$ cat src/rtl/icache_pkg.sv
// Shared definitions for the I-cache refill sequencer: refill FSM state
// encoding, line geometry and PC field positions for a 4-way, 64-set,
// 8-word-line instruction cache.
package icache_pkg;

    localparam int LINE_WORDS = 8;
    localparam int WORD_W     = 32;
    localparam int OFF_W      = 3;
    localparam int INDEX_W    = 6;
    localparam int TAG_W      = 21;

    // PC field positions: word offset, set index, tag
    localparam int OFF_LSB    = 2;
    localparam int OFF_MSB    = 4;
    localparam int IDX_LSB    = 5;
    localparam int IDX_MSB    = 10;
    localparam int TAG_LSB    = 11;
    localparam int TAG_MSB    = 31;

    typedef enum logic [2:0] {
        ST_IDLE   = 3'd0,
        ST_REQ    = 3'd1,
        ST_FILL   = 3'd2,
        ST_UPD    = 3'd3,
        ST_REPLAY = 3'd4
    } state_t;

    // Word-aligned address of the critical word
    function automatic logic [31:0] word_addr(input logic [31:0] pc);
        return {pc[31:OFF_LSB], 2'b00};
    endfunction

endpackage

$ cat src/rtl/icache_line_buffer.sv
// Beat collector for one cache line. Beats land in slot wr_idx in arrival
// order, so slot 0 always holds the critical word; the cache rotates the
// line into place using the miss offset.
module icache_line_buffer
    import icache_pkg::*;
(
    input  logic                         clk,
    input  logic                         rst,
    input  logic                         clr,
    input  logic                         wr_en,
    input  logic [OFF_W-1:0]             wr_idx,
    input  logic [WORD_W-1:0]            wr_data,
    output logic [LINE_WORDS*WORD_W-1:0] line_flat
);

    logic [LINE_WORDS-1:0][WORD_W-1:0] slot_q;

    // Slot storage: clear wins over a write in the same cycle
    always_ff @(posedge clk or posedge rst) begin
        if (rst)
            slot_q <= '0;
        else if (clr)
            slot_q <= '0;
        else if (wr_en)
            slot_q[wr_idx] <= wr_data;
    end

    assign line_flat = slot_q;

endmodule

$ cat src/rtl/icache_refill_ctrl.sv
// Miss/refill sequencer between IF, the I-cache and main memory. A fetch
// miss stalls IF, issues one critical-word-first burst, collects the line,
// installs it in the cache and replays the fetch. A redirect before grant
// abandons the miss silently; after grant the line is still installed but
// the replay is skipped.
// Optional build macro: ICACHE_PERF_CNT_EN adds saturating miss and
// stall-cycle counters; without it perf_miss/perf_stall are tied to 0.
module icache_refill_ctrl
    import icache_pkg::*;
(
    input  logic                         clk,
    input  logic                         reset,
    input  logic                         fetch_req,
    input  logic [31:0]                  fetch_pc,
    input  logic                         redirect,
    output logic                         fetch_stall,
    output logic [31:0]                  cache_pc,
    output logic                         cache_rd,
    input  logic                         cache_hit,
    output logic                         cache_upd,
    input  logic                         cache_upd_ok,
    output logic [LINE_WORDS*WORD_W-1:0] line_data,
    output logic                         mem_req,
    output logic [31:0]                  mem_addr,
    input  logic                         mem_gnt,
    input  logic                         mem_rvalid,
    input  logic [WORD_W-1:0]            mem_rdata,
    output logic [31:0]                  perf_miss,
    output logic [31:0]                  perf_stall
);

    localparam logic [OFF_W-1:0] LAST_BEAT = OFF_W'(LINE_WORDS - 1);

    state_t           state_q, state_d;
    logic [31:0]      miss_pc_q;
    logic [OFF_W-1:0] beat_cnt_q;
    logic             squash_q, squash_d;
    logic             new_miss;   // entering REQ: a miss is being counted
    logic             grant;      // burst accepted this cycle
    logic             buf_wr;     // beat captured this cycle

    // Next state and outputs; IDLE outputs follow IF combinationally, and are
    // forced low while reset is held so every output is 0 during reset
    always_comb begin
        state_d     = state_q;
        squash_d    = squash_q;
        new_miss    = 1'b0;
        grant       = 1'b0;
        buf_wr      = 1'b0;
        fetch_stall = 1'b0;
        cache_rd    = 1'b0;
        cache_pc    = miss_pc_q;
        cache_upd   = 1'b0;
        mem_req     = 1'b0;
        unique case (state_q)
            ST_IDLE: begin
                cache_pc    = reset ? '0 : fetch_pc;
                cache_rd    = fetch_req & ~reset;
                fetch_stall = fetch_req & ~cache_hit & ~reset;
                if (fetch_req && !cache_hit && !redirect) begin
                    state_d  = ST_REQ;
                    new_miss = 1'b1;
                end
            end
            ST_REQ: begin
                mem_req     = 1'b1;
                fetch_stall = 1'b1;
                if (mem_gnt) begin
                    // grant beats a simultaneous redirect; it just squashes
                    grant    = 1'b1;
                    squash_d = redirect;
                    state_d  = ST_FILL;
                end else if (redirect) begin
                    state_d = ST_IDLE;
                end
            end
            ST_FILL: begin
                fetch_stall = 1'b1;
                buf_wr      = mem_rvalid;
                if (redirect)
                    squash_d = 1'b1;
                if (mem_rvalid && beat_cnt_q == LAST_BEAT)
                    state_d = ST_UPD;
            end
            ST_UPD: begin
                fetch_stall = 1'b1;
                cache_upd   = 1'b1;
                if (redirect)
                    squash_d = 1'b1;
                if (cache_upd_ok)
                    state_d = (squash_q || redirect) ? ST_IDLE : ST_REPLAY;
            end
            ST_REPLAY: begin
                cache_rd    = 1'b1;
                fetch_stall = ~cache_hit;
                if (redirect || cache_hit) begin
                    state_d = ST_IDLE;
                end else begin
                    state_d  = ST_REQ;
                    new_miss = 1'b1;
                end
            end
            default: state_d = ST_IDLE;
        endcase
        if (state_d == ST_IDLE)
            squash_d = 1'b0;
    end

    // State, miss PC, beat counter and squash flag
    always_ff @(posedge clk or posedge reset) begin
        if (reset) begin
            state_q    <= ST_IDLE;
            miss_pc_q  <= '0;
            beat_cnt_q <= '0;
            squash_q   <= 1'b0;
        end else begin
            state_q  <= state_d;
            squash_q <= squash_d;
            if (new_miss && state_q == ST_IDLE)
                miss_pc_q <= fetch_pc;
            if (grant)
                beat_cnt_q <= '0;
            else if (buf_wr)
                beat_cnt_q <= beat_cnt_q + OFF_W'(1);
        end
    end

    assign mem_addr = word_addr(miss_pc_q);

    icache_line_buffer u_line_buf (
        .clk       (clk),
        .rst       (reset),
        .clr       (new_miss),
        .wr_en     (buf_wr),
        .wr_idx    (beat_cnt_q),
        .wr_data   (mem_rdata),
        .line_flat (line_data)
    );

`ifdef ICACHE_PERF_CNT_EN
    logic [31:0] perf_miss_q, perf_stall_q;

    // Saturating miss and stall-cycle counters
    always_ff @(posedge clk or posedge reset) begin
        if (reset) begin
            perf_miss_q  <= '0;
            perf_stall_q <= '0;
        end else begin
            if (new_miss && perf_miss_q != 32'hFFFF_FFFF)
                perf_miss_q <= perf_miss_q + 32'd1;
            if (fetch_stall && perf_stall_q != 32'hFFFF_FFFF)
                perf_stall_q <= perf_stall_q + 32'd1;
        end
    end

    assign perf_miss  = perf_miss_q;
    assign perf_stall = perf_stall_q;
`else
    assign perf_miss  = '0;
    assign perf_stall = '0;
`endif

endmodule
$ cat config.mk
export PLATFORM = sky130hd
export DESIGN_NAME = icache_refill_ctrl
export DESIGN_NICKNAME = d
export VERILOG_FILES = /design/src/rtl/icache_pkg.sv /design/src/rtl/icache_line_buffer.sv /design/src/rtl/icache_refill_ctrl.sv
export SDC_FILE = /design/constraint.sdc
export NUM_CORES = 1
export LEC_CHECK = 0
export ABC_AREA = 1
export BUFFER_PORTS_ARGS = -buffer_cell sky130_fd_sc_hd__buf_2
export CAP_MARGIN = 20
export CORE_UTILIZATION = 41
export DETAILED_ROUTE_END_ITERATION = 12
export GPL_ROUTABILITY_DRIVEN = 0
export PLACE_DENSITY = 0.67
export REMOVE_ABC_BUFFERS = 1
export SLEW_MARGIN = 10
export SYNTH_ARGS = -nofsm -noshare
export SYNTH_HDL_FRONTEND = slang
export SYNTH_HIERARCHICAL = 1
export SYNTH_SLANG_ARGS = --single-unit
$ cat constraint.sdc
create_clock -name clk -period 8.1 [get_ports clk]
set_input_delay 0.405 -clock clk [delete_from_list [all_inputs] [get_ports clk]]
set_output_delay 0.405 -clock clk [all_outputs]
set_load 0.05 [all_outputs]
==> results, run 1 <==
- The slowest stage of the critical path belongs to the cell sky130_fd_sc_hd__nand2_2.
- The total count of hold-check failures in the final report was 0.
- After clock tree synthesis, the flow added hold-fix buffers numbering 0.
- The DRC violation total after the first TritonRoute iteration is slightly above 1,000.
- Clock-pin slew was measured on the worst setup and hold paths at around 0.050 ns.
- Of all nets on the critical path, the largest fanout is 47.
- For this run, the total global-route usage over all layers was measured as 0.253.
- The worst setup path is captured at a flip-flop.
- The most used flip-flop cell after synthesis is sky130_fd_sc_hd__dfrtp_1.
- The standard cell core area is ~33,000 µm².
- The fraction of final layout cells sized beyond drive strength 1 is 0.268.
- In this run the clock root is driven by a sky130_fd_sc_hd__clkbuf_16.
- Of the total synthesized cell area, the portion taken by full adders, half adders and majority gates is 0.00182.
- For this run the aggregate overflow at the end of global routing stands at 0.
- The total instance count after detailed placement is about 2,300.
- The setup check on the worst reg-to-reg path leaves a slack of 4.45 ns.
- For the pin with the worst max-slew slack, the measured transition is about 1.0 ns.
- After routing the design area is approximately 16,000 µm².
- The floorplan step set the die height to around 190 µm.
- For the worst flop-to-flop path, the logic depth is 11.
- Once detail routing completed, the nets flagged for antenna violations numbered 0.
- The worst endpoint required time is about 8.5 ns.
- The combinational family with the most area after synthesis is simple AND/OR/NAND/NOR gates.
- Hold timing on the final database bottoms out at a slack of 0.0468 ns.
- sky130_fd_sc_hd__dfrtp_1 takes more of the synthesized area than any other cell.
- The signal on the critical path passes through inv_2 -> nand2_1 -> nor2_1 -> nand2_1 -> inv_1 -> inv_1 -> nor2_4 -> buf_4 -> nand2_2 -> nand3_1 -> nand2_1.
- The endpoint identified for the worst register-to-register timing path is u_line_buf/line_flat[23]$_DFFE_PP0P_.
- The worst supply voltage drop on vdd is 0.000280 V.
- The half-perimeter wire length of the detailed placement result is between 20,000 and 30,000 µm.
- The simple-gate share of the synthesized area is 0.313.
- Of the total synthesized cell area, the portion taken by XOR and XNOR cells is 0.
- For this run, the slowest stage of the critical path takes roughly 0.75 ns.
- In the final layout, flip-flops and latches occupy roughly 7400 µm².
- The count of flip-flops with a built-in enable after synthesis is 0.
- The number of violations of the max-capacitance limit is 0.
- Summed over all failing endpoints, the final setup total negative slack is 0 ns.
- Of all flip-flops after synthesis, the portion carrying an async set or reset was 1.00.
- The number of distinct library cells after synthesis is 28.
- In this run the worst hold path is classified as input pin to asynchronous set/reset pin.
- The site row count is 66.
- The share of synthesized area in the top cell type comes to 0.536.
- The count of state elements after synthesis is a little under 300.
- The power density normalized to cell area is ~490 nW/µm².
- After detailed routing, the number of vias per cell comes to around 5.2.
- In this run the post-CTS setup repair buffer count came out at 0.
- Setup repair after global routing left no endpoint under its margin.
- For this run, design rule violations remaining after detail routing come to 0.
- The level count of the clock H-tree is 2.
- The repair_antennas step left the layout with diodes totalling 0.
- The compound-gate portion of the synthesized area is 0.0285.
- The post-CTS resize count is 0.
- The via count of the first global-routing pass was 11,600.
- The total placed instance area is roughly 15,000 µm².
- The area enclosed by the die boundary is about 34,000 µm².
- The setup path with the least slack is of type flip-flop to flip-flop.
- The average instance in the mapped netlist occupies about 8.5 µm².
- The initial antenna violation count is 0.
- The pre-antenna-repair detailed-routing pass consisted of 5 iterations.
- Across the routed clock network, the largest skew measured is roughly 0.010 ns.
- The synthesized netlist occupies a cell area of around 14,000 µm².
- The die is 185 µm wide.
- The number of port buffers is around 390.
- The cell repeated most along the worst path is sky130_fd_sc_hd__nand2_1.
- Measured against its own limit, the worst slew margin works out to 0.305.
- The highest achievable clock rate is approximately 270 MHz.
- The count of nets after finishing is 1,974.
- For this run, the register share of the synthesized area comes to 0.536.
- The launching element type of the critical path is a flip-flop.
- The cell count after synthesis came out at approximately 1,600.
- The synthesis-to-finish area growth is 19.2%.
- For this configuration, the core starts out at a cell density of 0.420.
- The time the final worst path needs with I/O delays and setup is 3.65 ns.
- The number of top-level design ports is 460.
- The CTS tree is done.
- Ranked by total cell area, the synthesized netlist is headed by sky130_fd_sc_hd__dfrtp_1 54%, sky130_fd_sc_hd__nand3_1 19%, sky130_fd_sc_hd__nand2_1 9.7%.
- Dividing the detail-routed wire length by the instance count gives roughly 19 µm.
- The number of cells in the finished layout apart from fillers is about 2,400.
- Of the post-synthesis cell area, the part taken by muxes is 0.
- Setup violations remaining at the end of the flow were counted as 0.
- The area of the multi-input gates is 5010 µm².
- Entering global routing, the biggest net connects between 150 and 200 pins.
- The first global-routing pass estimated approximately 67,000 µm of wire.
- The layout filler cell count is around 3,200.
- The flow ran to the end, and the final reports show no timing, DRC or antenna violations.
- The share of the clock period used by the worst path after layout is 0.451.
- The clock passes through at most 3 buffers.
- The count of synthesis-stage warnings from yosys is 6.
- The number of vias after detailed routing is ~12,000.
- The arrival time at the worst endpoint is 4.03 ns.
- The number of clock sinks is about 300.
- The CTS buffer count is 34.
- The max-slew violation total from the final report came to 0.
- The clock network latency to the later pin of the worst-skew pair is 0.50 ns.
- The routed design has 43,800 µm of wire.
- For this design the static power due to leakage is a little under 0.01 µW.
- The startpoint identified for the worst register-to-register timing path is state_q[2]$_DFF_PP0_.
layout by cell type (no fill, tap or decap), types with 4 or more instances in the layout:
cell type	count
sky130_fd_sc_hd__nand2_1	348
sky130_fd_sc_hd__clkbuf_16	37
sky130_fd_sc_hd__nor2_1	25
sky130_fd_sc_hd__dfrtp_1	295
sky130_fd_sc_hd__a21oi_2	10
sky130_fd_sc_hd__buf_4	11
sky130_fd_sc_hd__conb_1	66
sky130_fd_sc_hd__inv_1	77
sky130_fd_sc_hd__clkbuf_8	5
sky130_fd_sc_hd__buf_2	393
sky130_fd_sc_hd__o21ai_0	35
sky130_fd_sc_hd__nor2_4	4
sky130_fd_sc_hd__inv_2	6
sky130_fd_sc_hd__a21oi_1	5
sky130_fd_sc_hd__nor2_2	31
sky130_fd_sc_hd__nand2_2	8
sky130_fd_sc_hd__o21ai_1	18
sky130_fd_sc_hd__nand3_1	518
sky130_fd_sc_hd__clkbuf_1	11
cell usage after synthesis (all sizes together), types with 2 or more instances:
cell type	count
buf	184
ha	2
dfrtp	295
clkbuf	37
nand4	2
a21oi	15
nor2	61
inv	85
nand2	356
o21ai	54
nand3	519
how the worst max path moves through the flow:
stage / start / to / slack, ns / cells past startpoint
floorplan: reset / u_line_buf/line_flat[0]$_DFFE_PP0P_ / 0.65 / 1
global placement: state_q[2]$_DFF_PP0_ / u_line_buf/line_flat[10]$_DFFE_PP0P_ / 4.60 / 11
detailed placement: state_q[2]$_DFF_PP0_ / u_line_buf/line_flat[240]$_DFFE_PP0P_ / 4.48 / 11
CTS: state_q[2]$_DFF_PP0_ / u_line_buf/line_flat[23]$_DFFE_PP0P_ / 4.46 / 11
global route: state_q[2]$_DFF_PP0_ / u_line_buf/line_flat[248]$_DFFE_PP0P_ / 4.14 / 11
finish: state_q[2]$_DFF_PP0_ / u_line_buf/line_flat[23]$_DFFE_PP0P_ / 4.45 / 11
kinds of logic after synthesis:
| logic type | after synthesis |
|---|---|
| other cells | 1 |
| flops | 295 |
| simple gates | 940 |
| fa+ha+maj | 2 |
| compound gates | 70 |
| buf+inv | 307 |
state kept, by name (all words and copies together) (netlist names):
register and count:
state_q 3, u_line_buf/line_flat 256, squash_q 1, beat_cnt_q 3, miss_pc_q 32
report_power, final:
group | switching, µW | internal [µW] | total, µW
combinational | 3410 | 775 | 4180
sequential | 330 | 2000 | 2330
clock | 577 | 874 | 1450
total | 4310 | 3650 | 7960
per-layer routing:
layer,vias up,GRT usage,share of wire
li1,5710,-,-
met1,5850,0.321,0.40
met2,593,0.408,0.47
met3,95,0.0635,0.088
met4,0,0.107,0.038
met5,-,0,0
worst max-delay path: cells and delay by family (launching register included):
kind	cells	cell delay (ns)
and+or+nand+nor	7	1.82
DFF	1	0.69
buffers and inverters	4	1.00
per-stage QoR:
step                total power, µW   util  setup WS, ns
floorplan                      5380      -         0.653
global placement               6490  0.468          4.60
detailed placement             6530  0.468          4.48
CTS                            8010  0.500          4.46
global route                   8350  0.501          4.14
finish                         7960  0.501          4.45
cell type report:
class                      instances  area share
inverter                          86      0.0207
multi-input combinational       1078       0.305
clock inverter                     3     0.00107
tap                              442      0.0337
clock buffer                      53      0.0631
timing repair buffer             405       0.127
sequential                       295       0.450
(Power assumes the default switching activity.)
==> run 2, diff against run 1 <==
Settings changed: PLACE_DENSITY 0.67 to 0.7.
Clock period 8.1 ns to 3.3 ns, I/O delays scaled along.
==> run 2 against run 1 <==
  * Final cell count increased by 2.0%
  * Count of clock-buffer cells in the layout decreased by 3
  * Design area increased by 3.1%
  * Core utilization increased by 1.5 points
  * Die area unchanged
  * Critical path type is now flip-flop to output pin
==> results, run 2 (synthesized netlist as in run 1, its figures left out) <==
- The detailed-routed wire length on met2 is 21,000 µm (+1.4%).
- The total count of hold-check failures in the final report came to 0 (unchanged).
- The first-pass GRT wire length was 67,800 µm (+1.5%).
- The slowest stage of the critical path is the sky130_fd_sc_hd__nor2_8 cell.
- The final total power came to 19,800 µW (+150%).
- The total negative slack came to 0 ns (unchanged).
- The number of clock sinks is 295 (unchanged).
- The setup clock skew after layout is 0.0174 ns (+0.00736 ns).
- The run finished with clean final reports.
- The post-route standard cell area excluding fillers is 16,900 µm² (+3.1%).
- The routed wire length per instance is 18.5 µm (-0.19%).
- The DRC violation total after the first TritonRoute iteration was 1,302 (+25%).
- The CTS buffer count is 35 (+2.9%).
- The die boundary height is 185 µm (unchanged).
- The number of port buffers was 393 (unchanged).
- The transition time at the pin with the least slew margin is 1.01 ns (-0.0364 ns).
- The path class of the lowest-slack min-delay path is input pin to flip-flop.
- STA classifies the critical path startpoint as a flip-flop.
- The top fanout value on the critical path was 46 (-2.1%).
- In this run the critical register-to-register path is captured at u_line_buf/line_flat[99]$_DFFE_PP0P_.
- The power density normalized to cell area was 1170 nW/µm² (+140%).
- The path with the worst hold slack has its endpoint at u_line_buf/line_flat[25]$_DFFE_PP0P_.
- The number of flip-flops in the largest register was 256 (unchanged).
- The standard cell core area is 32,800 µm² (unchanged).
- The level count of the clock H-tree is 2 (unchanged).
- The number of DRC violations after detailed routing is 0 (unchanged).
- The max-slew violation total from the final report came to 0 (unchanged).
- The initial standard-cell utilization of the core is 0.420 (unchanged).
- The final setup violation count was 0 (unchanged).
- The count of cells along the worst register-to-register path is 10 (-1).
- The final worst hold slack is 0.0376 ns (-0.00912 ns).
- The worst setup timing slack at the placement stage came to 0.905 ns (-3.57 ns).
- The startpoint identified for the worst register-to-register timing path is state_q[2]$_DFF_PP0_.
- The leakage power is 0.0100 µW (+2.4%).
- The max-slew headroom at the worst pin is 0.327 (+0.0219).
- The clock network latency to the later pin of the worst-skew pair is 0.50 ns (about the same).
- The maximum cell stage delay along the critical path is 0.50 ns (-0.25 ns).
- STA classifies the critical path endpoint as an output pin.
- In this run the top signal layer used is met4.
- The aggregate global-route resource usage was 0.256 (+0.00345).
- The count of nets after finishing came to 2,018 (+2.2%).
- The tree is rooted in a sky130_fd_sc_hd__clkbuf_16.
- The total iterations of the first detailed-routing run is 5 (unchanged).
- The library cell used most frequently in the layout, excluding fill and tap cells, is sky130_fd_sc_hd__nand3_1.
- The beginning of the worst hold path is mem_rdata[25].
- Counting I/O delays and the setup requirement, the final critical path takes 2.63 ns.
- The slack of the worst reg-to-reg path is 0.84 ns (-3.61 ns).
- The overall overflow remaining after global route is 0 (unchanged).
- The clock edge transition at the registers on the reported setup and hold paths came to 0.06 ns (about the same).
- The horizontal die dimension is 185 µm (unchanged).
- Along the worst hold path, the cell count comes to 5.
- The worst endpoint required time is 3.13 ns (-5.34 ns).
- The highest achievable clock rate is 380 MHz.
- Compared with the post-synthesis result, the final layout area differs by 22.9%.
- The setup path with the least slack is of type flip-flop to output pin.
- TritonCTS built the clock tree.
- The routed metal-1 wire length is 18,300 µm (+4.3%).
- The site row count is 66 (unchanged).
- The worst supply voltage drop on vdd is 0.000699 V (+150%).
- The initial antenna violation count is 1 (+1).
- The total length of routed met3 wires came to 3830 µm (unchanged).
- The number of violations of the max-capacitance limit is 0 (unchanged).
- The number of vias after detailed routing is 12,500 (+2.5%).
- The post-detailed-route via-to-cell ratio is 5.21 (+0.46%).
- The maximum buffer depth of the clock tree is 3 (unchanged).
- The area enclosed by the die boundary is 34,300 µm² (unchanged).
- The half-perimeter wire length of the detailed placement result was 27,400 µm (+2.3%).
- The post-layout worst setup margin is 0.670 ns (-3.78 ns).
- The arrival time at the worst endpoint is 2.46 ns (-1.57 ns).
- The fraction of final layout cells sized beyond drive strength 1 came to 0.269 (+0.000336).
- The via count of the first global-routing pass is 11,700 (+0.67%).
- In the layout the commonest cells are 518 x sky130_fd_sc_hd__nand3_1, 393 x sky130_fd_sc_hd__buf_2, 348 x sky130_fd_sc_hd__nand2_1.
- The total placed instance area is 15,500 µm² (+0.76%).
- The aggregate routed wire length is 44,600 µm (+1.8%).
- Setup repair after global routing left no endpoint under its margin.
- The final antenna-violating net count was 0 (unchanged).
- The maximum number of pins on one net before global-route repair is 170 (+6.9%).
- In the finished design, the share of the clock period the worst path needs comes to 0.797.
- The number of top-level design ports is 460 (unchanged).
- The post-CTS resize count is 0 (unchanged).
- The signal on the critical path passes through nor2_2 -> inv_2 -> nor2_8 -> nand3_1 -> nand2_1 -> buf_2.
run 2: changes by cell type in the layout (fill, tap and decap cells not counted), moves of 2 or more:
cell / previous run / this run
sky130_fd_sc_hd__dlygate4sd3_1: 0 / 35
sky130_fd_sc_hd__buf_4: 11 / 16
sky130_fd_sc_hd__buf_12: 0 / 4
sky130_fd_sc_hd__bufinv_16: 0 / 3
sky130_fd_sc_hd__clkinv_2: 2 / 5
sky130_fd_sc_hd__clkbuf_1: 11 / 9
sky130_fd_sc_hd__clkbuf_16: 37 / 35
sky130_fd_sc_hd__inv_6: 0 / 2
run 2: per-stage QoR:
stage,util,std cells
2_1_floorplan,-,1459
5_1_grt,0.516,2409
4_1_cts,0.516,2408
3_5_place_dp,0.471,2314
3_3_place_gp,0.471,2314
6_report,0.516,2409
run 2: cell type report:
type | instances | area [µm²]
Timing Repair Buffer | 448 | 2520
Clock inverter | 9 | 128
Inverter | 86 | 339
Multi-Input combinational cell | 1078 | 5010
Tap cell | 442 | 553
Sequential cell | 295 | 7380
Fill cell | 3084 | 15900
Clock buffer | 50 | 992
Antenna cell | 1 | 2.50
run 2: critical path: cells and delay by family (launching register included):
kind / cells / cell delay (ns)
buffers and inverters: 2 / 0.48
flip-flops: 1 / 0.46
AND/OR/NAND/NOR: 4 / 1.03
run 2: layer usage:
metal / up-vias / GRT usage
met5: - / 0
met4: 0 / 0.0909
met3: 77 / 0.0582
met2: 647 / 0.407
met1: 6018 / 0.342
li1: 5807 / -
run 2: repair_timing:
| item | in CTS | in global routing |
|---|---|---|
| endpoints found under the hold margin | 134 | 0 |
| setup buffers | 0 | 0 |
| hold buffers | 35 | 0 |
run 2: worst max-delay path by stage:
stage / start / endpoint / slack (ns) / cells past startpoint
CTS: state_q[0]$_DFF_PP0_ / cache_pc[7] / 0.67 / 6
floorplan: reset / u_line_buf/line_flat[0]$_DFFE_PP0P_ / -3.91 / 1
global placement: beat_cnt_q[2]$_DFFE_PP0P_ / u_line_buf/line_flat[24]$_DFFE_PP0P_ / 0.98 / 4
global route: state_q[0]$_DFF_PP0_ / cache_pc[16] / 0.46 / 6
detailed placement: beat_cnt_q[2]$_DFFE_PP0P_ / u_line_buf/line_flat[61]$_DFFE_PP0P_ / 0.91 / 4
finish: state_q[0]$_DFF_PP0_ / cache_pc[7] / 0.67 / 6
run 2: power by group:
group | internal (µW) | switching (µW)
sequential | 4910 | 836
clock | 2320 | 1490
combinational | 1950 | 8330
